File: src/rtl/spi_stream_tx.sv
// Frame transmitter: accepts bytes over valid/ready and shifts them out MSB-first
// with a generated serial clock, active-low chip select and a per-byte strobe.
module spi_stream_tx #(
    parameter int CLK_DIV     = 4,
    parameter int FRAME_BYTES = 100
) (
    input  logic       CLK_40_i,
    input  logic       reset_i,
    input  logic       start_req_i,
    input  logic [7:0] tx_data_i,
    input  logic       tx_valid_i,
    output logic       tx_ready_o,
    output logic       SPI_clk_o,
    output logic       serial_data_o,
    output logic       chip_select_o,
    output logic       data_write_clk_o,
    output logic       busy_o,
    output logic       frame_done_o,
    output logic       underrun_o
);

    localparam int BYTE_W = (FRAME_BYTES > 1) ? $clog2(FRAME_BYTES) : 1;
    localparam int DIV_W  = (CLK_DIV > 1) ? $clog2(CLK_DIV) : 1;
    localparam logic [DIV_W-1:0]  DIV_LOAD  = DIV_W'(CLK_DIV - 1);
    localparam logic [BYTE_W-1:0] LAST_BYTE = BYTE_W'(FRAME_BYTES - 1);

    typedef enum logic [2:0] {
        S_IDLE,
        S_LOAD,
        S_SHIFT_LO,
        S_SHIFT_HI,
        S_TAIL
    } state_t;

    state_t            state_q, state_d;
    logic [7:0]        shreg_q, shreg_d;
    logic [2:0]        bit_cnt_q, bit_cnt_d;
    logic [BYTE_W-1:0] byte_cnt_q, byte_cnt_d;
    logic [DIV_W-1:0]  div_q, div_d;
    logic              stall_q, stall_d;
    logic              spi_clk_q, spi_clk_d;
    logic              sdata_q, sdata_d;
    logic              cs_q, cs_d;
    logic              dwc_q, dwc_d;
    logic              ready_q, ready_d;
    logic              busy_q, busy_d;
    logic              done_q, done_d;
    logic              underrun_q, underrun_d;

    always_ff @(posedge CLK_40_i) begin
        if (reset_i) begin
            state_q    <= S_IDLE;
            shreg_q    <= '0;
            bit_cnt_q  <= '0;
            byte_cnt_q <= '0;
            div_q      <= '0;
            stall_q    <= 1'b0;
            spi_clk_q  <= 1'b0;
            sdata_q    <= 1'b0;
            cs_q       <= 1'b1;
            dwc_q      <= 1'b0;
            ready_q    <= 1'b0;
            busy_q     <= 1'b0;
            done_q     <= 1'b0;
            underrun_q <= 1'b0;
        end else begin
            state_q    <= state_d;
            shreg_q    <= shreg_d;
            bit_cnt_q  <= bit_cnt_d;
            byte_cnt_q <= byte_cnt_d;
            div_q      <= div_d;
            stall_q    <= stall_d;
            spi_clk_q  <= spi_clk_d;
            sdata_q    <= sdata_d;
            cs_q       <= cs_d;
            dwc_q      <= dwc_d;
            ready_q    <= ready_d;
            busy_q     <= busy_d;
            done_q     <= done_d;
            underrun_q <= underrun_d;
        end
    end

    always_comb begin
        state_d    = state_q;
        shreg_d    = shreg_q;
        bit_cnt_d  = bit_cnt_q;
        byte_cnt_d = byte_cnt_q;
        div_d      = div_q;
        stall_d    = stall_q;
        spi_clk_d  = spi_clk_q;
        sdata_d    = sdata_q;
        cs_d       = cs_q;
        dwc_d      = dwc_q;
        ready_d    = ready_q;
        busy_d     = busy_q;
        done_d     = 1'b0;
        underrun_d = underrun_q;

        case (state_q)
            S_IDLE: begin
                spi_clk_d = 1'b0;
                sdata_d   = 1'b0;
                cs_d      = 1'b1;
                dwc_d     = 1'b0;
                ready_d   = 1'b0;
                busy_d    = 1'b0;
                if (start_req_i) begin
                    state_d    = S_LOAD;
                    cs_d       = 1'b0;
                    busy_d     = 1'b1;
                    ready_d    = 1'b1;
                    byte_cnt_d = '0;
                    stall_d    = 1'b0;
                    underrun_d = 1'b0;
                end
            end

            S_LOAD: begin
                if (tx_valid_i) begin
                    shreg_d   = tx_data_i;
                    sdata_d   = tx_data_i[7];
                    bit_cnt_d = '0;
                    div_d     = DIV_LOAD;
                    ready_d   = 1'b0;
                    state_d   = S_SHIFT_LO;
                end else begin
                    // The first empty LOAD cycle is the normal inter-byte slot, not a stall.
                    if (stall_q) underrun_d = 1'b1;
                    stall_d = 1'b1;
                end
            end

            S_SHIFT_LO: begin
                if (div_q == '0) begin
                    spi_clk_d = 1'b1;
                    dwc_d     = (bit_cnt_q == 3'd7);
                    div_d     = DIV_LOAD;
                    state_d   = S_SHIFT_HI;
                end else begin
                    div_d = div_q - 1'b1;
                end
            end

            S_SHIFT_HI: begin
                if (div_q == '0) begin
                    spi_clk_d = 1'b0;
                    dwc_d     = 1'b0;
                    if (bit_cnt_q != 3'd7) begin
                        shreg_d   = {shreg_q[6:0], 1'b0};
                        sdata_d   = shreg_q[6];
                        bit_cnt_d = bit_cnt_q + 1'b1;
                        div_d     = DIV_LOAD;
                        state_d   = S_SHIFT_LO;
                    end else if (byte_cnt_q == LAST_BYTE) begin
                        div_d   = DIV_LOAD;
                        state_d = S_TAIL;
                    end else begin
                        byte_cnt_d = byte_cnt_q + 1'b1;
                        ready_d    = 1'b1;
                        stall_d    = 1'b0;
                        state_d    = S_LOAD;
                    end
                end else begin
                    div_d = div_q - 1'b1;
                end
            end

            S_TAIL: begin
                // The frame_done cycle is still spent in TAIL so a start in it is ignored.
                if (done_q) begin
                    state_d = S_IDLE;
                end else if (div_q == '0) begin
                    cs_d    = 1'b1;
                    busy_d  = 1'b0;
                    sdata_d = 1'b0;
                    done_d  = 1'b1;
                end else begin
                    div_d = div_q - 1'b1;
                end
            end

            default: state_d = S_IDLE;
        endcase
    end

    assign tx_ready_o       = ready_q;
    assign SPI_clk_o        = spi_clk_q;
    assign serial_data_o    = sdata_q;
    assign chip_select_o    = cs_q;
    assign data_write_clk_o = dwc_q;
    assign busy_o           = busy_q;
    assign frame_done_o     = done_q;
    assign underrun_o       = underrun_q;

endmodule

File: config.mk
export PLATFORM = sky130hd
export DESIGN_NAME = spi_stream_tx
export DESIGN_NICKNAME = d
export VERILOG_FILES = /design/src/rtl/spi_stream_tx.sv
export SDC_FILE = /design/constraint.sdc
export NUM_CORES = 1
export LEC_CHECK = 0
export BUFFER_PORTS_ARGS = -buffer_cell sky130_fd_sc_hd__buf_2
export CAP_MARGIN = 20
export CORE_ASPECT_RATIO = 0.9
export CORE_MARGIN = 3
export CORE_UTILIZATION = 45
export CTS_CLUSTER_DIAMETER = 80
export DETAILED_ROUTE_END_ITERATION = 7
export PLACE_DENSITY = 0.71
export SLEW_MARGIN = 20
export SYNTH_ARGS = -nofsm -noshare
export SYNTH_HDL_FRONTEND = slang
export SYNTH_SLANG_ARGS = --single-unit
File: constraint.sdc
create_clock -name CLK_40_i -period 3.01 [get_ports CLK_40_i]
set_input_delay 0.4515 -clock CLK_40_i [delete_from_list [all_inputs] [get_ports CLK_40_i]]
set_output_delay 0.4515 -clock CLK_40_i [all_outputs]
set_load 0.02 [all_outputs]
==> flow_summary.yaml <==
outcome:
  status: "complete, no violations"
clocking:
  post_cts_buffers: 0
  cts.path.max_buffers: 2
  clock_sinks: 31
  clkLatencyLatePin_ns: 0.29
  cts_inserted_buffers: 5
  cts_tree: "yes"
  clockRootBuffer: "clkbuf_8"
  cts_hold_buf: 0
  htreeDepth: 2
  clk_pin_slew_ns: 0.07
  post_cts_resized: 0
floorplan:
  core.rowCount: 20
  die_h_um: 65.4
  io_pins: 20
  die_w_um: 72.0
  start_util: 0.496
  coreArea_um2: 3550
  die_area_um2: 4700
power:
  power_w: 0.00106
  cellLeakagePower_nw: 0.792
  power_density_nw_per_um2: 539
  ir_drop_uv: 338
setup_path:
  cp_top_family: "flip-flops"
  cp_slowest_cell: "dfxtp_1"
  start_kind: "flip-flop"
  cp.required_ns: 3.19
  cp-end-kind: "flip-flop"
  cp_max_fo: 24
  cp.arrival_ns: 2.29
  critPathKind: "reg -> reg"
  crit_buf_inv: 0
  crit-reg2reg-launch: "state_q[0]"
  crit_path_start: "state_q[0]"
  cp_cell_sequence: "and3b_1 -> mux2i_1 -> o21ba_2 -> a21o_2"
  slowest_delay_ns: 0.79
placement:
  dp_slack_ns: 0.913
  portBuffers: 19
  gp_congestion: 0.788
  place_hpwl_mm: 2.61
sta:
  skew_ns: 0.00423
  finalSetupTns_ns: 0
  report.final.hold_viol_count: 0
  holdWs_ns: 0.435
  rsz0062_at_grt: "no"
  fin_crit_sh: 0.702
  worstMarginPinSlew_ns: 0.768
  maxSlewViolCount: 0
  layout_setup_ws_ns: 0.898
  finalSetupViolCount: 0
  fmax_ghz: 0.473
  slew_headroom: 0.487
  period_minus_slack_ns: 2.11
final_layout:
  nets: 229
  areaGrowthSynthToFinish_pct: 11.4
  drive_gt1_frac: 0.207
  final_common_cell: "dfxtp_1"
  final_cell_mix: "dfxtp_1 (31), buf_2 (19), nor2_1 (15)"
  n_antenna_cell: 0
  fillCellCount: 355
routing:
  drtIter0Drc: 159
  via_per_inst: 5.86
  drt-total-wl_mm: 3.62
  ant_nets: 0
  drc: 0
  drt-pass1-iter-count: 6
  wire_per_inst_um: 14.1
  vias: 1507
logic_synthesis:
  synth_area_leaders: "dfxtp_1 (35%), mux2i_1 (4.5%), a21oi_1 (4.0%)"
  synth_top_cell_by_area: "dfxtp_1"
  seq_area_frac_synth: 0.352
  synthCells: 197
  ys_ff_latch: 31
  syn_nets: 214
  async_flop_share: 0
  yosysTopAreaCellShare: 0.352
  avgSynthCellArea_um2: 8.94
  yosys_warnings: 0
  synth.distinct_cells: 50
  synth_edf_count: 0
  synth_area_um2: 1760
  ys.flop_type: "dfxtp_1"
grt:
  grt_pass1_vias: 1424
  grt_max_degree: 28
  track_usage: 0.171
  gr-total-overflow: 0
  antenna_found_initial: 0
  grt_pass1_wl_mm: 6.40
worst_hold_path:
  hp-start: "tx_data_i[0]"
  hp-class: "in -> reg"
flow_run:
  max-cap-violations: 0
-- path summary, 6_finish.rpt --
path,endpoint,slack (ns),depth (start not counted)
worst max register to register,byte_cnt_q[2],0.90,4
worst min-delay path,shreg_q[0],0.44,3
worst min register to register,tx_ready_o,0.47,1
worst max-delay path,byte_cnt_q[2],0.90,4
-- sequential cells by signal (all words and copies together) (netlist names) --
name              flops
state_q               3
data_write_clk_o      1
shreg_q               7
frame_done_o          1
bit_cnt_q             3
SPI_clk_o             1
tx_ready_o            1
div_q                 2
underrun_o            1
byte_cnt_q            7
serial_data_o         1
stall_q               1
busy_o                1
chip_select_o         1
-- metrics by stage --
stage          cells  utilization  area, µm²
5_1_grt          257        0.552       1960
3_5_place_dp     249        0.519       1840
6_report         257        0.552       1960
3_3_place_gp     249        0.519       1840
4_1_cts          257        0.552       1960
2_1_floorplan    197            -       1760
-- routing by layer --
layer	wire length (µm)	vias to the layer above	GRT usage
met5	0	-	0
met4	48	0	0.0587
met3	171	9	0.0520
met2	1600	30	0.250
met1	1800	707	0.237
li1	-	761	-
-- worst reg2reg max path, stage by stage, from the launching register on --
cell and delay [ns]:
dfxtp_1 0.79, and3b_1 0.53, mux2i_1 0.20, o21ba_2 0.28, a21o_2 0.21
-- where the power goes --
| group | internal (W) | switching (W) |
|---|---|---|
| combinational | 0.0000726 | 0.0000968 |
| sequential | 0.000436 | 0.0000267 |
| clock | 0.000268 | 0.000157 |
-- Yosys cell counts, types with 2 or more instances --
cell	instances
a211oi_1	8
a21o_1	5
a21o_2	2
a21oi_1	14
a32oi_1	3
and2_1	2
and3b_1	2
buf_2	7
clkbuf_1	2
clkbuf_8	2
dfxtp_1	31
ha_1	5
inv_1	7
mux2_2	2
mux2i_1	8
nand2_1	9
nand2b_1	3
nand3_1	6
nand4_1	2
nor2_1	15
nor2b_1	6
nor3_1	5
nor3b_1	4
nor4b_1	2
o211ai_1	3
o211ai_2	2
o21a_1	2
o21ai_0	11
o22ai_1	2
o31ai_1	3
o41ai_1	2
or3b_1	2
-- cells by family after synthesis --
kind of cell | count (synthesis) | synth area share
AOI/OAI and AO/OA | 64 | 0.261
and+or+nand+nor | 67 | 0.232
DFF | 31 | 0.352
buffers and inverters | 20 | 0.0618
muxes | 10 | 0.0582
adders and majority gates | 5 | 0.0355
-- cell type report --
cell class / count / area [µm²] / area share
Inverter: 7 / 26.3 / 0.0134
Tap cell: 44 / 55.1 / 0.0281
Timing Repair Buffer: 21 / 110 / 0.0561
Clock buffer: 6 / 82.6 / 0.0421
Clock inverter: 2 / 35.0 / 0.0179
Sequential cell: 31 / 621 / 0.316
Multi-Input combinational cell: 146 / 1030 / 0.526
(Power assumes the default switching activity.)
